`config.mk`:
```
export PLATFORM = sky130hd
export DESIGN_NAME = door_access_ctrl
export DESIGN_NICKNAME = d
export VERILOG_FILES = /design/src/rtl/door_access_ctrl.sv
export SDC_FILE = /design/constraint.sdc
export NUM_CORES = 1
export LEC_CHECK = 0
export CORE_UTILIZATION = 50
export CTS_CLUSTER_SIZE = 28
export DETAILED_ROUTE_END_ITERATION = 10
export PLACE_DENSITY = 0.69
export SYNTH_ARGS = -nofsm -noshare
export SYNTH_HDL_FRONTEND = slang
export SYNTH_SLANG_ARGS = --single-unit
```
`constraint.sdc`:
```
create_clock -name FPGA_CLK1_50 -period 3.4 [get_ports FPGA_CLK1_50]
set_clock_uncertainty 0.2 [all_clocks]
set_input_delay 0.68 -clock FPGA_CLK1_50 [delete_from_list [all_inputs] [get_ports FPGA_CLK1_50]]
set_output_delay 0.68 -clock FPGA_CLK1_50 [all_outputs]
set_load 0.03 [all_outputs]
```
`src/rtl/door_access_ctrl.sv`:
```
// door_access_ctrl
// Drives the door strike for a shared room. Several requesters (MCU link at
// index 0, keypad, card reader) ask for an unlock; one is answered per cycle
// in round-robin order. The answer depends on the booking state, the
// requester's admin qualifier and whether repeated refusals have put the
// controller into lockout. The door sensor ends the strike window early and
// raises an alarm when the door stays open too long.
module door_access_ctrl #(
    parameter int NREQ        = 3,
    parameter int UNLOCK_CYC  = 150_000_000,
    parameter int AJAR_CYC    = 1_500_000_000,
    parameter int MAX_FAIL    = 3,
    parameter int LOCKOUT_CYC = 500_000_000
) (
    input  logic            FPGA_CLK1_50,
    input  logic            reset_n,
    input  logic            available,
    input  logic            unavailable,
    input  logic [NREQ-1:0] req,
    input  logic [NREQ-1:0] admin,
    input  logic            door_closed,
    output logic [NREQ-1:0] grant,
    output logic [NREQ-1:0] deny,
    output logic            lock_output,
    output logic            room_available,
    output logic            ajar_alarm,
    output logic            lockout
);

    // One counter serves every timed state, so it is sized for the longest one.
    localparam int MAX_CYC = (UNLOCK_CYC > AJAR_CYC)
                           ? ((UNLOCK_CYC > LOCKOUT_CYC) ? UNLOCK_CYC : LOCKOUT_CYC)
                           : ((AJAR_CYC > LOCKOUT_CYC) ? AJAR_CYC : LOCKOUT_CYC);
    localparam int CW = (MAX_CYC > 1) ? $clog2(MAX_CYC) : 1;
    localparam int PW = (NREQ > 1) ? $clog2(NREQ) : 1;
    localparam int FW = $clog2(MAX_FAIL + 1);

    localparam logic [CW-1:0] UNLOCK_LAST  = CW'(UNLOCK_CYC - 1);
    localparam logic [CW-1:0] AJAR_LAST    = CW'(AJAR_CYC - 1);
    localparam logic [CW-1:0] LOCKOUT_LAST = CW'(LOCKOUT_CYC - 1);
    localparam logic [FW-1:0] FAIL_MAX     = FW'(MAX_FAIL);
    localparam logic [PW-1:0] PTR_LAST     = PW'(NREQ - 1);

    localparam logic [1:0] S_IDLE    = 2'd0;
    localparam logic [1:0] S_UNLOCK  = 2'd1;
    localparam logic [1:0] S_OPEN    = 2'd2;
    localparam logic [1:0] S_LOCKOUT = 2'd3;

    logic [1:0]      r_state;
    logic [CW-1:0]   r_cnt;
    logic [FW-1:0]   r_failCnt;
    logic [PW-1:0]   r_ptr;
    logic [NREQ-1:0] r_armed;
    logic [NREQ-1:0] r_grant;
    logic [NREQ-1:0] r_deny;
    logic            r_roomAvail;
    logic            r_ajar;
    logic            r_availS;
    logic            r_availD;
    logic            r_unavS;
    logic            r_unavD;

    logic [NREQ-1:0] w_elig;
    logic            w_found;
    logic [PW-1:0]   w_sel;
    logic [NREQ-1:0] w_selOh;
    logic            w_arbActive;
    logic            w_serve;
    logic [NREQ-1:0] w_servedOh;
    logic            w_selAdmin;
    logic            w_grantOk;
    logic            w_doGrant;
    logic            w_doDeny;
    logic [FW-1:0]   w_failInc;
    logic [PW-1:0]   w_ptrNext;
    logic            w_availRise;
    logic            w_unavRise;

    assign w_elig      = req & r_armed;
    assign w_availRise = r_availS & ~r_availD;
    assign w_unavRise  = r_unavS & ~r_unavD;

    // Round-robin pick: first eligible requester at or above the pointer,
    // otherwise the first eligible one below it.
    always_comb begin
        w_found = 1'b0;
        w_sel   = '0;
        w_selOh = '0;
        for (int i = 0; i < NREQ; i++) begin
            if (!w_found && 1'(w_elig >> i) && (PW'(i) >= r_ptr)) begin
                w_found = 1'b1;
                w_sel   = PW'(i);
                w_selOh = NREQ'(1) << i;
            end
        end
        for (int i = 0; i < NREQ; i++) begin
            if (!w_found && 1'(w_elig >> i) && (PW'(i) < r_ptr)) begin
                w_found = 1'b1;
                w_sel   = PW'(i);
                w_selOh = NREQ'(1) << i;
            end
        end
    end

    assign w_arbActive = (r_state == S_IDLE) || (r_state == S_LOCKOUT);
    assign w_serve     = w_found && w_arbActive;
    assign w_servedOh  = w_serve ? w_selOh : '0;
    assign w_selAdmin  = |(w_selOh & admin);
    assign w_grantOk   = (r_state == S_IDLE) ? (r_roomAvail || w_selAdmin) : w_selAdmin;
    assign w_doGrant   = w_serve && w_grantOk;
    assign w_doDeny    = w_serve && !w_grantOk;
    assign w_failInc   = (r_failCnt == FAIL_MAX) ? r_failCnt : r_failCnt + FW'(1);
    assign w_ptrNext   = (w_sel == PTR_LAST) ? '0 : w_sel + PW'(1);

    // Booking inputs: one sampling stage, one edge-detect stage; a booking
    // edge beats an availability edge arriving in the same cycle.
    always_ff @(posedge FPGA_CLK1_50) begin
        if (!reset_n) begin
            r_availS    <= 1'b0;
            r_availD    <= 1'b0;
            r_unavS     <= 1'b0;
            r_unavD     <= 1'b0;
            r_roomAvail <= 1'b0;
        end else begin
            r_availS <= available;
            r_availD <= r_availS;
            r_unavS  <= unavailable;
            r_unavD  <= r_unavS;
            if (w_unavRise) begin
                r_roomAvail <= 1'b0;
            end else if (w_availRise) begin
                r_roomAvail <= 1'b1;
            end
        end
    end

    // A requester re-arms whenever it lets go of req, and disarms once answered,
    // so a held request is answered only once.
    always_ff @(posedge FPGA_CLK1_50) begin
        if (!reset_n) begin
            r_armed <= '1;
        end else begin
            r_armed <= ~req | (r_armed & ~w_servedOh);
        end
    end

    // Answer pulses and the round-robin pointer move together with each service.
    always_ff @(posedge FPGA_CLK1_50) begin
        if (!reset_n) begin
            r_grant <= '0;
            r_deny  <= '0;
            r_ptr   <= '0;
        end else begin
            r_grant <= w_doGrant ? w_selOh : '0;
            r_deny  <= w_doDeny ? w_selOh : '0;
            if (w_serve) begin
                r_ptr <= w_ptrNext;
            end
        end
    end

    // Door sequencing: strike window, door-open supervision and lockout timing.
    always_ff @(posedge FPGA_CLK1_50) begin
        if (!reset_n) begin
            r_state   <= S_IDLE;
            r_cnt     <= '0;
            r_failCnt <= '0;
            r_ajar    <= 1'b0;
        end else begin
            case (r_state)
                S_IDLE: begin
                    if (w_doGrant) begin
                        r_state   <= S_UNLOCK;
                        r_cnt     <= '0;
                        r_failCnt <= '0;
                    end else if (w_doDeny) begin
                        r_failCnt <= w_failInc;
                        if (w_failInc == FAIL_MAX) begin
                            r_state <= S_LOCKOUT;
                            r_cnt   <= '0;
                        end
                    end
                end
                S_UNLOCK: begin
                    if (!door_closed) begin
                        r_state <= S_OPEN;
                        r_cnt   <= '0;
                    end else if (r_cnt == UNLOCK_LAST) begin
                        r_state <= S_IDLE;
                        r_cnt   <= '0;
                    end else begin
                        r_cnt <= r_cnt + CW'(1);
                    end
                end
                S_OPEN: begin
                    if (door_closed) begin
                        r_state <= S_IDLE;
                        r_cnt   <= '0;
                        r_ajar  <= 1'b0;
                    end else if (r_cnt == AJAR_LAST) begin
                        r_ajar <= 1'b1;
                    end else begin
                        r_cnt <= r_cnt + CW'(1);
                    end
                end
                S_LOCKOUT: begin
                    if (w_doGrant) begin
                        r_state   <= S_UNLOCK;
                        r_cnt     <= '0;
                        r_failCnt <= '0;
                    end else if (r_cnt == LOCKOUT_LAST) begin
                        r_state   <= S_IDLE;
                        r_cnt     <= '0;
                        r_failCnt <= '0;
                    end else begin
                        r_cnt <= r_cnt + CW'(1);
                    end
                end
            endcase
        end
    end

    assign grant          = r_grant;
    assign deny           = r_deny;
    assign lock_output    = (r_state == S_UNLOCK);
    assign lockout        = (r_state == S_LOCKOUT);
    assign room_available = r_roomAvail;
    assign ajar_alarm     = r_ajar;

endmodule

```
# Yosys cells after proc, flatten, opt, wreduce, memory -nomap -nowiden
# Index checks and enable logic that the tools add are counted.
[classes]
bitwise_logic = 11
magnitude_cmp = 6
eq_ne = 15
n_reduce_logical = 33
n_div = 0
mux = 46
add_sub_neg = 3
shifts = 0
mul = 0
[op_table]
columns = ["operator", "count"]
rows = [
  ["$mux 31", 9],
  ["$pmux 31 s4", 1],
  ["$mux 2", 18],
  ["$add 31x1->31 const B", 1],
  ["$eq 31x28->1 const B", 1],
  ["$eq 31x29->1 const B", 1],
  ["$eq 31x31->1 const B", 1],
  ["$mux 3", 5],
  ["$logic_and 1x1->1", 14],
  ["$mux 1", 11],
  ["$eq 2x2->1 const B", 5],
  ["$and 3x3->3", 3],
  ["$pmux 2 s4", 1],
  ["$logic_not 1->1", 6],
  ["$ne 3x2->1 const B", 2],
  ["$ne 3x3->1 const B", 2],
  ["$not 3->3", 2],
  ["$reduce_and 2->1", 3],
  ["$reduce_and 3->1", 2],
  ["$reduce_and 5->1", 1],
  ["$add 2x1->2 const B", 2],
  ["$ge 1x2->1 const A", 2],
  ["$lt 1x2->1 const A", 2],
  ["$pmux 2 s2", 1],
  ["other kinds (13)", 18],
]
[word_totals]
reg_bits = 52
mem_count = 0
romBits = 0
out_inout_bits = 10
ramBits = 0
latchBits = 0
inputBits = 11

# Logic depth before layout (Yosys ltp)
[depth]
word_depth = 32
mapped_depth = 10

# Worst setup path before layout
# OpenSTA, ideal clock, no wires.
[synth_path]
path_type = "in2reg"
startpoint = "in req[0]"
endpoint = "reg r_cnt[15]"
slack_ps = 845
setup_ps = 116
path_stages = 8
t_arrival_ps = 2238
path_cell_list = "and2_1 > a221oi_2 > a221oi_4 > and2_4 > o2111ai_4 > buf_6 > o22ai_1 > a41o_1"
[synth_between]
elab_chain_cells = 31
elab_cells_between_ends = 43
cone_classes = "2 x eq/ne; 16 x mux; 2 x bitwise; 23 x reduce/logical"
[synth_lines]
columns = ["element", "line_no", "text"]
rows = [
  ["start, declared", "19", "input logic [NREQ-1:0] req,"],
  ["$and 3x3->3 (*)", "79", "assign w_elig = req & r_armed;"],
  ["$logic_and 1x1->1", "90", "if (!w_found && 1'(w_elig >> i) && (PW'(i) >= r_ptr)) begin"],
  ["$mux 1", "90", ""],
  ["$logic_not 1->1", "90", ""],
  ["$logic_and 1x1->1 (2 in a row)", "90", ""],
  ["$mux 1", "90", ""],
  ["$logic_not 1->1", "90", ""],
  ["$logic_and 1x1->1 (2 in a row)", "90", ""],
  ["[... 13 more ...]", "-", ""],
  ["$and 3x3->3", "108", "assign w_selAdmin = |(w_selOh & admin);"],
  ["$reduce_or 3->1", "108", ""],
  ["$logic_or 1x1->1", "109", "assign w_grantOk = (r_state == S_IDLE) ? (r_roomAvail || w_selAdmin) : w_selAdmin;"],
  ["$mux 1", "109", ""],
  ["$logic_not 1->1", "111", "assign w_doDeny = w_serve && !w_grantOk;"],
  ["$logic_and 1x1->1", "111", ""],
  ["$ne 3x3->1 (no source line)", "-", ""],
  ["$reduce_and 3->1 (no source line)", "-", ""],
  ["end signal, assigned", "192", "r_cnt <= r_cnt + CW'(1);"],
  ["end signal, assigned", "203", "r_cnt <= r_cnt + CW'(1);"],
  ["end signal, assigned", "216", "r_cnt <= r_cnt + CW'(1);"],
  ["end, declared", "50", "logic [CW-1:0] r_cnt;"],
]
# Mark *: on every way between the ends. The rest lies on a longest branch, timed or not.
# A chain may end at the register's enable or synchronous reset.

# Final worst setup path
# Ends and elaborated chain as after synthesis.

==> flow_metrics.tcl <==
set metrics [dict create \
    antennaDiodeCount 0 \
    synthesis.nets 366 \
    ir_drop_v 0.000478 \
    nets 397 \
    fin_ws_ns 0.267 \
    rsz0062_at_grt "false" \
    synth-seq-area-share 0.346 \
    fin_crit_ns 3.13 \
    synthTopCellsByCount "dfxtp_1 (52), nand2_1 (28), nand3_1 (27), nor2_1 (27), inv_1 (22)" \
    met1_usage 0.334 \
    endpoint_kind "flop" \
    insertion_delay_ns 0.31 \
    synth.ff_latch_count 52 \
    die-area_mm2 0.00633 \
    fmax_ghz 0.319 \
    synth.most_common_cell "dfxtp_1" \
    ant_nets 0 \
    p_leak_uw 0.00130 \
    cts_buffer_depth 2 \
    worst_pin_slew_ns 0.625 \
    die_h_um 79.5 \
    gr-usage-all-layers 0.242 \
    critPathLaunchType "input port" \
    drive_gt1_frac 0.141 \
    wirelength_um 7230 \
    antenna_found_initial 0 \
    post_cts_buffers 0 \
    status "finished, final reports clean" \
    worstPathArrival_ns 3.19 \
    final_hold_viol_count 0 \
    crit_family "simple AND/OR/NAND/NOR gates" \
    synth_top_area_frac 0.346 \
    synth_area_leaders "dfxtp_1 (35%), nand3_1 (4.5%), nand2_1 (3.5%)" \
    cpPeakStageDelay_ns 0.52 \
    yosys_warnings 0 \
    syn_to_final_growth_pct 14.9 \
    coreArea_mm2 0.00564 \
    initialDrtViolationCount 140 \
    grt_use_met2 0.390 \
    crit_required_ns 3.46 \
    synth_top_flop_cell "dfxtp_1" \
    synth-async-reset-ratio 0 \
    met3_usage 0.0411 \
    min_period_over_period 0.921 \
    io_buffers 20 \
    netlist_instances 350 \
    min_path_type "flop to flop" \
    path_clk_slew_ns 0.10 \
    syn_area_mm2 0.00301 \
    avgSynthCellArea_um2 8.59 \
    yosysTopAreaCell "dfxtp_1" \
    path_buf_inv 1 \
    cts_hold_buf 0 \
    worstPathMaxFanout 17 \
    die_w_um 79.5 \
    dp_hpwl_um 5350 \
    synth-edff-count 0 \
    setup-violations-final 0 \
    row_count 27 \
    grt_max_degree 20 \
    via_per_inst 5.98 \
    grt_first_pass_wirelength_um 12100 \
    max_cap_viol_count 0 \
    path_class "input port to flop" \
    clock-sinks 52 \
    path_cells "clkdlybuf4s50_1 -> and3b_1 -> mux2i_1 -> a221oi_4 -> and2_4 -> o2111ai_4 -> nor2_4 -> a41o_1" \
    firstDrtPassIters 4 \
    busiest_layer "met2" \
    wl_per_cell_um 15.9 \
    pin_count 21 \
    post-place-ws_ns -0.00647 \
    cts_tree "done" \
    cp_slowest_cell "clkdlybuf4s50_1" \
    overflow 0 \
    cts_resized 0 \
    start_util 0.533 \
    maxSlewHeadroom 0.582 \
    drc 0 \
    place.gp.congestion 0.882 \
    drv_slew 0 \
    clockRootBuffer "clkbuf_8" \
    power_density_mw_per_mm2 513 \
    ys_types 71 \
    cts_buffers 5 \
    power_uw 1770 \
    h-tree-depth 2 \
    grt_pass1_vias 2500 \
    num_vias 2713 \
]
stage by stage:
stage,area [µm²],TNS [ns],util,hold WS (ns),instances
floorplan,3010,0,-,0.235,350
global placement,3360,0,0.596,0.241,446
detailed placement,3360,-0.00647,0.596,0.252,446
CTS,3450,0,0.612,0.278,454
global route,3450,0,0.612,0.297,454
finish,3450,0,0.612,0.278,454
logic make-up (layout without fill, tap and decap cells):
| group | Yosys count | in the layout | share of synthesized area |
|---|---|---|---|
| mux | 1 | 1 | 0.00333 |
| fa+ha+maj | 5 | 5 | 0.0208 |
| flops | 52 | 52 | 0.346 |
| simple gates | 154 | 154 | 0.294 |
| compound gates | 104 | 104 | 0.286 |
| buf+inv | 34 | 66 | 0.0491 |
sequential cells by signal, indices dropped and copies added (netlist names), 2 cells and up:
name       count
grant          3
r_failCnt      2
deny           3
r_state        2
r_cnt         31
r_ptr          2
r_armed        3
path summary, 6_finish.rpt:
| check | startpoint | endpoint | slack (ns) | cells past startpoint |
|---|---|---|---|---|
| hold / removal | r_unavS | r_unavD | 0.28 | 1 |
| setup / recovery | req[0] | r_cnt[15] | 0.27 | 8 |
| setup reg to reg | r_cnt[0] | r_cnt[15] | 0.41 | 8 |
| hold reg to reg | r_unavS | r_unavD | 0.28 | 1 |
placed cells by master, fill, tap and decap left out, types with 5 or more instances in the layout:
cell / count
o2bb2ai_1: 9
nor2_1: 27
inv_1: 22
dfxtp_1: 52
o21ai_0: 13
a22o_1: 9
clkdlybuf4s50_1: 20
nand2_1: 28
and3_1: 11
and2_1: 9
ha_1: 5
clkbuf_8: 5
nand4_1: 9
o21ai_1: 6
buf_4: 15
nand3_1: 27
a21oi_1: 20
and4_1: 5
nor2b_1: 7
nor3_1: 6
power breakdown:
group | internal, µW | switching (µW) | leakage (µW)
Sequential | 653 | 36.7 | 0.000422
Combinational | 300 | 421 | 0.000838
Clock | 147 | 214 | 0.0000414
layer usage:
metal / share of wire / wire length (µm)
met3: 0.046 / 331
met4: 0.011 / 78
met1: 0.49 / 3570
met2: 0.45 / 3250
met5: 0 / 0
cell type report:
| class | count | area [µm²] |
|---|---|---|
| Clock buffer | 6 | 72.6 |
| Clock inverter | 2 | 16.3 |
| Fill cell | 491 | 2190 |
| Inverter | 22 | 82.6 |
| Multi-Input combinational cell | 264 | 1820 |
| Sequential cell | 52 | 1040 |
| Tap cell | 72 | 90.1 |
| Timing Repair Buffer | 36 | 333 |
Power figures use the tool's default switching activity.
